## config.mk

```make
export PLATFORM = sky130hd
export DESIGN_NAME = regfile_wb_arbiter
export DESIGN_NICKNAME = d
export VERILOG_FILES = /design/src/rtl/rf_pkg.sv /design/src/rtl/wb_hold_slot.sv /design/src/rtl/regfile_wb_arbiter.sv
export SDC_FILE = /design/constraint.sdc
export NUM_CORES = 1
export LEC_CHECK = 0
export BUFFER_PORTS_ARGS = -buffer_cell sky130_fd_sc_hd__buf_4
export CAP_MARGIN = 25
export CORE_MARGIN = 2
export CORE_UTILIZATION = 45
export DETAILED_ROUTE_END_ITERATION = 10
export MAX_ROUTING_LAYER = met4
export PLACE_DENSITY = 0.75
export REMOVE_ABC_BUFFERS = 1
export SETUP_SLACK_MARGIN = 0.15
export SYNTH_ARGS = -nofsm -noshare
export SYNTH_HDL_FRONTEND = slang
export SYNTH_SLANG_ARGS = --single-unit
```

## constraint.sdc

```tcl
create_clock -name clk -period 2.1 [get_ports clk]
set_clock_uncertainty 0.1 [all_clocks]
set_input_delay 0.21 -clock clk [delete_from_list [all_inputs] [get_ports clk]]
set_output_delay 0.21 -clock clk [all_outputs]
set_load 0.01 [all_outputs]
```

## src/rtl/rf_pkg.sv

```systemverilog
// Shared types and constants for the register-file writeback arbiter.
package rf_pkg;
  localparam int XLEN = 32;
  localparam int NREG = 32;
  localparam int AW   = 5;
  localparam logic [AW-1:0] X0_ADDR = 5'd0;

  typedef struct packed {
    logic            valid;
    logic [AW-1:0]   addr;
    logic [XLEN-1:0] data;
  } wb_entry_t;
endpackage

```

## src/rtl/wb_hold_slot.sv

```systemverilog
// One-entry writeback holding buffer with a valid/ready accept port.
// Writes to x0 are accepted but never loaded.
module wb_hold_slot
  import rf_pkg::*;
(
  input  logic            clk,
  input  logic            rst,
  input  logic            i_valid,
  input  logic [AW-1:0]   i_addr,
  input  logic [XLEN-1:0] i_data,
  input  logic            i_grant,
  output logic            o_ready,
  output logic            o_load,
  output wb_entry_t       o_entry
);
  wb_entry_t r_entry;
  logic      w_accept;

  // Handshake: a transfer happens on a rising edge where i_valid & o_ready.
  // A granted entry frees the slot in the same cycle, so a new one can follow back-to-back.
  assign o_ready  = !r_entry.valid | i_grant;
  assign w_accept = i_valid & o_ready;
  assign o_load   = w_accept & (i_addr != X0_ADDR);
  assign o_entry  = r_entry;

  always_ff @(posedge clk) begin
    if (rst) begin
      r_entry <= '0;
    end else if (o_load) begin
      r_entry.valid <= 1'b1;
      r_entry.addr  <= i_addr;
      r_entry.data  <= i_data;
    end else if (i_grant) begin
      r_entry.valid <= 1'b0;
    end
  end
endmodule

```

## src/rtl/regfile_wb_arbiter.sv

```systemverilog
// Arbitrates two buffered writeback requesters onto one register-file write port
// and exports per-register pending status. Define WB_ARB_STATS_EN for conflict_cnt.
module regfile_wb_arbiter #(
  parameter int XLEN = rf_pkg::XLEN,
  parameter int NREG = rf_pkg::NREG,
  parameter int AW   = rf_pkg::AW
) (
  input  logic            clk,
  input  logic            rst,
  input  logic            a_valid,
  output logic            a_ready,
  input  logic [AW-1:0]   a_addr,
  input  logic [XLEN-1:0] a_data,
  input  logic            b_valid,
  output logic            b_ready,
  input  logic [AW-1:0]   b_addr,
  input  logic [XLEN-1:0] b_data,
  output logic            rf_wr_en,
  output logic [AW-1:0]   rf_wr_addr,
  output logic [XLEN-1:0] rf_wr_data,
  input  logic [AW-1:0]   chk_addrA,
  input  logic [AW-1:0]   chk_addrB,
  output logic            hazA,
  output logic            hazB,
  output logic [NREG-1:0] pending
`ifdef WB_ARB_STATS_EN
  ,
  output logic [15:0]     conflict_cnt
`endif
);
  import rf_pkg::wb_entry_t;

  wb_entry_t w_hold_a;
  wb_entry_t w_hold_b;
  logic      w_load_a;
  logic      w_load_b;
  logic      w_grant_a;
  logic      w_grant_b;
  logic      w_surv_b;
  logic      r_age;
  logic      r_rr;

  wb_hold_slot u_hold_a (
    .clk     (clk),
    .rst     (rst),
    .i_valid (a_valid),
    .i_addr  (a_addr),
    .i_data  (a_data),
    .i_grant (w_grant_a),
    .o_ready (a_ready),
    .o_load  (w_load_a),
    .o_entry (w_hold_a)
  );

  wb_hold_slot u_hold_b (
    .clk     (clk),
    .rst     (rst),
    .i_valid (b_valid),
    .i_addr  (b_addr),
    .i_data  (b_data),
    .i_grant (w_grant_b),
    .o_ready (b_ready),
    .o_load  (w_load_b),
    .o_entry (w_hold_b)
  );

  // r_age=1 means hold B is older; grants are suppressed while reset is asserted.
  assign w_grant_a = !rst & w_hold_a.valid & (!w_hold_b.valid | !r_age);
  assign w_grant_b = !rst & w_hold_b.valid & (!w_hold_a.valid | r_age);
  assign w_surv_b  = w_hold_b.valid & !w_grant_b;

  always_ff @(posedge clk) begin
    if (rst) begin
      r_age <= 1'b0;
      r_rr  <= 1'b0;
    end else if (w_load_a & w_load_b) begin
      r_age <= r_rr;
      r_rr  <= !r_rr;
    end else if (w_load_a) begin
      r_age <= w_surv_b;
    end else if (w_load_b) begin
      r_age <= 1'b0;
    end
  end

  always_comb begin
    rf_wr_en   = w_grant_a | w_grant_b;
    rf_wr_addr = '0;
    rf_wr_data = '0;
    if (w_grant_a) begin
      rf_wr_addr = w_hold_a.addr;
      rf_wr_data = w_hold_a.data;
    end else if (w_grant_b) begin
      rf_wr_addr = w_hold_b.addr;
      rf_wr_data = w_hold_b.data;
    end
  end

  // Register 0 is never pending since x0 writes are never buffered.
  always_comb begin
    pending = '0;
    for (int r = 1; r < NREG; r++) begin
      pending[r] = (w_hold_a.valid & (w_hold_a.addr == AW'(r))) |
                   (w_hold_b.valid & (w_hold_b.addr == AW'(r)));
    end
  end

  assign hazA = pending[chk_addrA];
  assign hazB = pending[chk_addrB];

`ifdef WB_ARB_STATS_EN
  logic [15:0] r_conflict_cnt;

  always_ff @(posedge clk) begin
    if (rst) begin
      r_conflict_cnt <= '0;
    end else if (w_hold_a.valid & w_hold_b.valid & (r_conflict_cnt != 16'hFFFF)) begin
      r_conflict_cnt <= r_conflict_cnt + 16'd1;
    end
  end

  assign conflict_cnt = r_conflict_cnt;
`endif
endmodule

```

==> results.md, run 1 <==
* Post-synth top flop: dfxtp_1
* Starting Density at 0.4631
* Sink Count at 78
* Worst_ep kind: primary output
* Syn avg cell area at 7.352 um2
* Fraction of registers with async set/reset at 0
* Clock root cell: clkbuf_8
* Err: [ERROR DPL-0038] Utilization greater than 100%, impossible to legalize
* Stopping stage: global routing (5_1_grt)
* H-tree levels at 3
* Worst Endpoint after GRT Repair: hazA
* Yosys warnings at 0
* Syn Inst Count at 582
* Detail Placement HPWL at 10,980 um
* Max Root-Sink Buffers at 2
* Port-buffer cells at 160
* Status: stopped before the end
* Die extent in y at 101.5 um
* Mapped cell area at 4279 um2
* Post-synth cell types at 54
* Largest net degree at the start of global routing at 74
* Die Wd at 101.5 um
* IO Pins at 162
* RePlAce Congestion at 0.9435
* EDFF count, synth at 0
* Rows at 35
* Cts bufs inserted at 9
* Flops & latches, synth at 78
* Seq/Total Area, Yosys at 0.3649
==> cells in the mapped netlist (2+ instances only) <==
cell type    n  area, um2
a31oi_1      2      12.51
nor4bb_1     2      20.02
o22ai_1     31      193.9
nor2b_1      5      31.28
nand4b_1     6      52.55
a21oi_1     81      405.4
nor4_1       3      18.77
or4_1        4      30.03
nand2_1    163      611.8
nand3_1      4      20.02
a211o_1      3      26.28
a2111oi_0    2      17.52
nand2b_1     6      37.54
or4b_1       2      20.02
nor3_1       5      25.02
xnor2_1      2      17.52
o22a_1       7      61.31
clkbuf_1    45      168.9
nor3b_1      2      15.01
nand4_1      2      12.51
or3_1        2      12.51
or2_2        3      18.77
inv_1       14      52.55
nor2_1      11      41.29
nand3b_1     2      15.01
xor2_1       2      17.52
a221oi_1     4      35.03
mux2i_1      6      60.06
buf_2        8      40.04
dfxtp_1     78       1562
o21ai_0     10      50.05
a211oi_1     4      30.03
or4bb_1      4      45.04
a22o_1      37      324.1
==> stage by stage <==
stage	setup WS, ns	hold WS (ns)	cell area, um2	std cells	setup TNS [ns]
4_1_cts	-0.7258	0.00003048	7771	985	-12.61
3_5_place_dp	-0.4814	0.3473	6210	909	-7.523
3_3_place_gp	-0.4154	0.3411	6210	909	-5.209
2_1_floorplan	-1.231	0.1791	4048	526	-91.14
==> kinds of logic after synthesis <==
kind of cell	synth area share
AOI/OAI and AO/OA	0.2906
xor gates and xnor gates	0.008189
buffers and inverters	0.06784
DFF	0.3649
other	0.0008764
muxes	0.01667
and+or+nand+nor	0.2509
==> what timing repair did <==
action / CTS
buffers inserted: 43
pin swaps: 64
endpoints found under the setup margin: 138
hold buffers: 5
gates cloned: 13
hold endpoints to repair: 5
resized for setup: 164
==> inputs of run 2 (changes only) <==
Settings changed: CORE_UTILIZATION 45 to 40, MAX_ROUTING_LAYER met4 to default, PLACE_DENSITY 0.75 to default, PLACE_DENSITY_LB_ADDON from default to 0.15, SETUP_SLACK_MARGIN 0.15 to default.
Clock period 2.1 ns to 2.7 ns, I/O delays scaled along.
==> run 2 against run 1 <==
  * The flow now finishes, with violations (negative setup slack)
  * Synthesized cell count stayed put
  * Synthesized area did not move
==> results.md, run 2 <==
* Pre-CTS WS at 0.09745 ns
* Post-synth cell types at 54
* RePlAce Congestion at 0.9957
* Seq/Total Area, Yosys at 0.3649
* DRT Pass-1 Iters at 5
* Wl on met1 at 5909 um
* Routed wl met3 at 1146 um
* Fraction of registers with async set/reset at 0
* Synth top area share at 0.3649
* Worst Hold Slack at 0.04571 ns
* CTS tree: done
* Clock root cell: clkbuf_8
* DRC viols at 0
* Most common cell after layout, fill and taps aside: buf_4
* Slew @ Worst Pin at 0.7781 ns
* Min-delay worst type: primary input to flip-flop
* GRT Total Usage at 0.2543
* Initial DRC count at 285
* Final ANT Viol Nets at 0
* Yosys warnings at 0
* Part of the power in the clock network at 0.325
* Clock Pin Slew Worst Setup and Hold Paths at 0.09 ns
* Cts bufs inserted at 9
* Worst Setup End Kind: primary output
* Hold_buf cts at 0
* Metal2 WL at 7266 um
* PwrDens at 449.1 nW/um2
* Simple-Gate Fraction of Synth Area at 0.2509
* Wire per inst at 17.05 um
* Mux cell area share after synthesis at 0.01667
* CP max FO at 5
* Die Wd at 107.4 um
* Switch Pwr at 0.8280 mW
* Sink Count at 78
* Post-synth top flop: dfxtp_1
* CP endpoint: hazB
* Layout area overhead at 43.71%
* Critical R2R Capture: r_rr$_SDFFE_PP0P_
* Total of max-cap violations at 0
* Commonest cells post-synth: nand2_1 (163), a21oi_1 (81), dfxtp_1 (78)
* Kind of critical path: flip-flop to primary output
* Total Nets Final at 819
* R2R cell count at 6
* Crit path DAT at 2.44 ns
* Port-buffer cells at 160
* Max Slew Vio Count at 0
* Largest net degree at the start of global routing at 49
* Largest family of logic cells by synthesized area: compound AO/OA/AOI/OAI gates
* P_leak at 2.576 nW
* Initial antenna violation count at 0
* First-pass GRT wire length at 23,300 um
* WP data required at 2.33 ns
* Total number of vias at 4,897
* Failing checks: negative setup slack
* Final setup vio count at 2
* Status: complete, but fails checks
* Detail Placement HPWL at 10,670 um
* Worst slew margin at 0.4801
* Syn Inst Count at 582
* Syn avg cell area at 7.352 um2
* Count leader, synth: nand2_1
* DR top layer: met4
* EDFF count, synth at 0
* Starting Density at 0.4126
* Switching share of power at 0.2998
* Mapped cell area at 4279 um2
* Int Power at 1.934 mW
* Core Footprint at 10,370 um2
* Period utilization at 1.039
* Tmin final at 2.806 ns
* Setup WS post-layout at -0.1060 ns
* Compound-Gate Fraction of Synth Area at 0.2906
* Share of power burned in registers at 0.462
* RSZ-0062 raised after global routing: yes
* Antenna Cells at 0
* Vias in the first global route at 4,718
* Most frequent cells in the layout: buf_4 (190), nand2_1 (163), a21oi_1 (80)
* Startpoint types: flip-flop
* Worst-Skew Late Latency at 0.35 ns
* Die Area at 11,540 um2
* Max Root-Sink Buffers at 2
* Reg2reg start: r_age$_SDFFE_PP0P_
* Crit path launch: u_hold_a.o_entry[36]$_SDFFE_PP0P_
* Share of layout cells above drive strength 1 at 0.3492
* Post-synthesis adder-cell area fraction at 0
* Worst vdd ir at 0.0003620 V
* Logic gate share of total power at 0.213
* Total grt overflow at 0
* Vias per cell at 5.616
* H-tree levels at 3
* IO Pins at 162
* Final hold violations at 0
* Achievable Freq at 0.3564 GHz
* Reg2Reg Setup Slack at 0.53 ns
* Rows at 37
* Die extent in y at 107.4 um
* Synth Area in XOR/XNOR at 0.008187
* Area leader, netlist: dfxtp_1
* Drt total wl at 14,870 um
* Top cells by area, synth: dfxtp_1 (36%), nand2_1 (14%), a21oi_1 (9.5%)
* Flops & latches, synth at 78
* FILL cells at 997
run 2: cell counts after synthesis:
Identical to the previous run, type by type.
run 2: area by class of cell:
cell class	count	area [um2]	area share
repair buffers	194	1505	0.2448
multi-input cells	433	2626	0.4271
clock inverters	7	80.08	0.01302
inverters	15	58.81	0.009563
well taps	136	170.2	0.02767
clock buffers	9	123.9	0.02014
flip-flops and latches	78	1585	0.2578
run 2: kinds of logic (layout without fill, tap and decap cells):
group,count (synthesis),after routing
simple gates,231,231
other cells,1,1
compound gates,190,190
flops,78,78
mux,7,7
buf+inv,71,225
xor+xnor,4,4
run 2: per-stage QoR:
| stage | util | setup TNS [ns] | area (um2) | instances | power [mW] |
|---|---|---|---|---|---|
| floorplan | - | -27.10 | 4048 | 526 | 1.546 |
| global placement | 0.5512 | 0 | 5715 | 854 | 1.844 |
| detailed placement | 0.5538 | 0 | 5743 | 855 | 1.862 |
| CTS | 0.5825 | -0.2401 | 6041 | 871 | 2.763 |
| global route | 0.5930 | -0.3527 | 6150 | 872 | 2.888 |
| finish | 0.5930 | -0.2004 | 6150 | 872 | 2.762 |
run 2: per-layer routing:
metal	GRT usage	vias to the layer above
met2	0.4372	220
met3	0.05145	38
met1	0.2932	2280
li1	-	2359
met4	0.1447	0
met5	0	-
run 2: worst min-delay path by stage:
stage	startpoint	endpoint	slack [ns]	depth (start not counted)
final	b_data[16]	u_hold_b.o_entry[16]$_SDFFE_PP0P_	0.05	3
after global routing	b_data[16]	u_hold_b.o_entry[16]$_SDFFE_PP0P_	0.04	3
after CTS	b_data[1]	u_hold_b.o_entry[1]$_SDFFE_PP0P_	0.03	3
after detailed placement	u_hold_b.o_entry[23]$_SDFFE_PP0P_	u_hold_b.o_entry[23]$_SDFFE_PP0P_	0.35	2
after global placement	u_hold_b.o_entry[23]$_SDFFE_PP0P_	u_hold_b.o_entry[23]$_SDFFE_PP0P_	0.34	2
after floorplan	rst	r_age$_SDFFE_PP0P_	0.24	1
run 2: repair_timing:
item,CTS,global route
setup endpoints to repair,2,2
gates resized for setup,25,22
cloned,0,0
setup buffers,0,1
pin swaps,4,9
run 2: power groups by stage:
| stage | sequential (mW) | clock [mW] | combinational (mW) |
|---|---|---|---|
| 2_1_floorplan | 1.29 | 0 | 0.255 |
| 3_3_place_gp | 1.29 | 0 | 0.550 |
| 3_5_place_dp | 1.30 | 0 | 0.561 |
| 4_1_cts | 1.28 | 0.916 | 0.572 |
| 5_1_grt | 1.29 | 0.958 | 0.643 |
| 6_report | 1.28 | 0.898 | 0.589 |
run 2: worst max-delay path, stage by stage, from the launching register on:
cell and delay (ns):
dfxtp_2 0.34, or4b_4 0.55, o22a_1 0.26, mux2i_1 0.15
a221oi_1 0.09, or4_1 0.44, a2bb2oi_2 0.13, buf_4 0.13
Power figures use the tool's default switching activity.
==> inputs of run 3 (changes only) <==
Settings changed: CORE_UTILIZATION 40 to 50.
==> run 3 against run 2 <==
  * The run still ends with negative setup slack left
  * Final area is essentially flat
  * Register-to-register slack improved by 0.11 ns
  * Utilization increased by 15 points
  * Global-route usage rose by 6.5 points
  * Worst hold slack better by 0.015 ns
  * Highest routed layer unchanged
==> results.md, run 3 (synthesis results as in run 2) <==
* WHS Path Cells at 3
* WP buf/inv at 1
* H-tree levels at 3
* Vias in the first global route at 4,686
* CTS tree: done
* Kind of critical path: flip-flop to primary output
* Largest net degree at the start of global routing at 75
* Failing checks: negative setup slack
* Vias per cell at 5.878
* Drt total wl at 15,010 um
* Max Slew Vio Count at 0
* Fin cells at 863
* Setup TNS at -0.3208 ns
* Worst Hold Slack at 0.06065 ns
* Cts bufs inserted at 9
* Setup WS post-layout at -0.1820 ns
* Final ANT Viol Nets at 0
* Port-buffer cells at 160
* Total of max-cap violations at 0
* Tmin final at 2.882 ns
* RePlAce Congestion at 1.001
* Hold wc startpoint: b_data[0]
* Slowest CP cell: or4b_4
* Core Footprint at 8258 um2
* Initial antenna violation count at 0
* CP cell instances: or4b_4 -> o22a_1 -> mux2i_1 -> a221oi_1 -> or4_1 -> a2bb2oi_2 -> buf_4
* Most common cell after layout, fill and taps aside: buf_4
* FILL cells at 649
* Layout area overhead at 43.63%
* Final core utilization at 0.7442
* GRT Total Usage at 0.3190
* P_leak at 2.677 nW
* Hold endpoint: u_hold_b.o_entry[0]$_SDFFE_PP0P_
* Max Root-Sink Buffers at 2
* Power consumption at 2.782 mW
* Slowest cell delay on critical path at 0.55 ns
* Min-delay worst type: primary input to flip-flop
* DRT Pass-1 Iters at 5
* Clock root cell: clkbuf_8
* Startpoint types: flip-flop
* Final setup vio count at 2
* Total grt overflow at 0
* Slew @ Worst Pin at 0.7675 ns
* Wire per inst at 17.39 um
* Final hold violations at 0
* Period utilization at 1.067
* Die Area at 9314 um2
* WP data required at 2.33 ns
* Total Nets Final at 841
* Sink Count at 78
* Clock Pin Slew Worst Setup and Hold Paths at 0.09 ns
* Antenna Cells at 0
* Worst-Skew Late Latency at 0.34 ns
* Detail Placement HPWL at 10,770 um
* Worst vdd ir at 0.0003449 V
* CP max FO at 5
* Most frequent cells in the layout: buf_4 (215), nand2_1 (163), a21oi_1 (80)
* Status: complete, but fails checks
* Total number of vias at 5,073
* Initial DRC count at 242
* DRC viols at 0
* Reg2reg start: u_hold_a.o_entry[37]$_SDFFE_PP0P_
* Crit path DAT at 2.51 ns
* R2R cell count at 8
* First-pass GRT wire length at 23,190 um
* RSZ-0062 raised after global routing: yes
* Reg2Reg Setup Slack at 0.64 ns
* Worst slew margin at 0.4883
* Die extent in y at 96.51 um
* Worst path top cell family by delay: simple AND/OR/NAND/NOR gates
* Achievable Freq at 0.3470 GHz
* PwrDens at 452.7 nW/um2
* Worst Setup End Kind: primary output
* IO Pins at 162
* Share of layout cells above drive strength 1 at 0.3522
* Starting Density at 0.5182
* Post-Place Cells at 840
* Die Wd at 96.51 um
* Critical R2R Capture: r_rr$_SDFFE_PP0P_
* Rows at 33
==> run 3: changes by cell type in the layout (fill, tap and decap cells not counted), sizes merged <==
cell,delta
inv,+1
buf,+22
clkinvlp,-1
==> run 3: power by group <==
group	switching (mW)	total [mW]	internal, mW
sequential	0.0539	1.28	1.22
combinational	0.314	0.594	0.280
clock	0.473	0.913	0.440
total	0.841	2.78	1.94
==> run 3: area by class of cell <==
cell class                      count  area, um2  area share
Timing Repair Buffer              216       1625      0.2645
Clock inverter                      7      80.08     0.01303
Clock buffer                        9      123.9     0.02015
Sequential cell                    78       1582      0.2573
Multi-Input combinational cell    433       2545      0.4141
Tap cell                          105      131.4     0.02138
Inverter                           15      58.81    0.009568
==> run 3: how the worst max path moves through the flow <==
stage	startpoint	end	slack (ns)	depth (start not counted)
3_5_place_dp	u_hold_a.o_entry[37]$_SDFFE_PP0P_	hazB	0.07	7
5_1_grt	u_hold_b.o_entry[36]$_SDFFE_PP0P_	hazB	-0.30	7
4_1_cts	u_hold_a.o_entry[34]$_SDFFE_PP0P_	hazB	-0.17	7
3_3_place_gp	u_hold_a.o_entry[36]$_SDFFE_PP0P_	hazB	0.14	7
6_report	u_hold_a.o_entry[34]$_SDFFE_PP0P_	hazB	-0.18	7
2_1_floorplan	u_hold_a.o_entry[37]$_SDFFE_PP0P_	rf_wr_addr[0]	-0.69	3
==> run 3: timing repair <==
| item | in CTS | in global routing |
|---|---|---|
| cloned | 0 | 0 |
| setup buffers | 6 | 1 |
| pin swaps | 10 | 4 |
| hold buffers | 0 | 0 |
| resized for setup | 26 | 4 |
| endpoints found under the setup margin | 2 | 2 |
==> run 3: metrics by stage <==
stage	area (um2)	setup WS, ns
after detailed placement	5779	0.07025
after global placement	5779	0.1442
final	6146	-0.1820
after floorplan	4048	-0.6913
after CTS	6122	-0.1657
after global routing	6146	-0.3035
==> run 3: worst min-delay path, cell delays in order <==
cell	delay (ns)
buf_4	0.11
nand2_1	0.04
a21oi_1	0.05
==> run 3: routing by layer <==
metal / share of wire / global-route usage
met1: 0.40 / 0.4099
met2: 0.47 / 0.5122
met3: 0.094 / 0.07137
met4: 0.034 / 0.1444
met5: 0 / 0
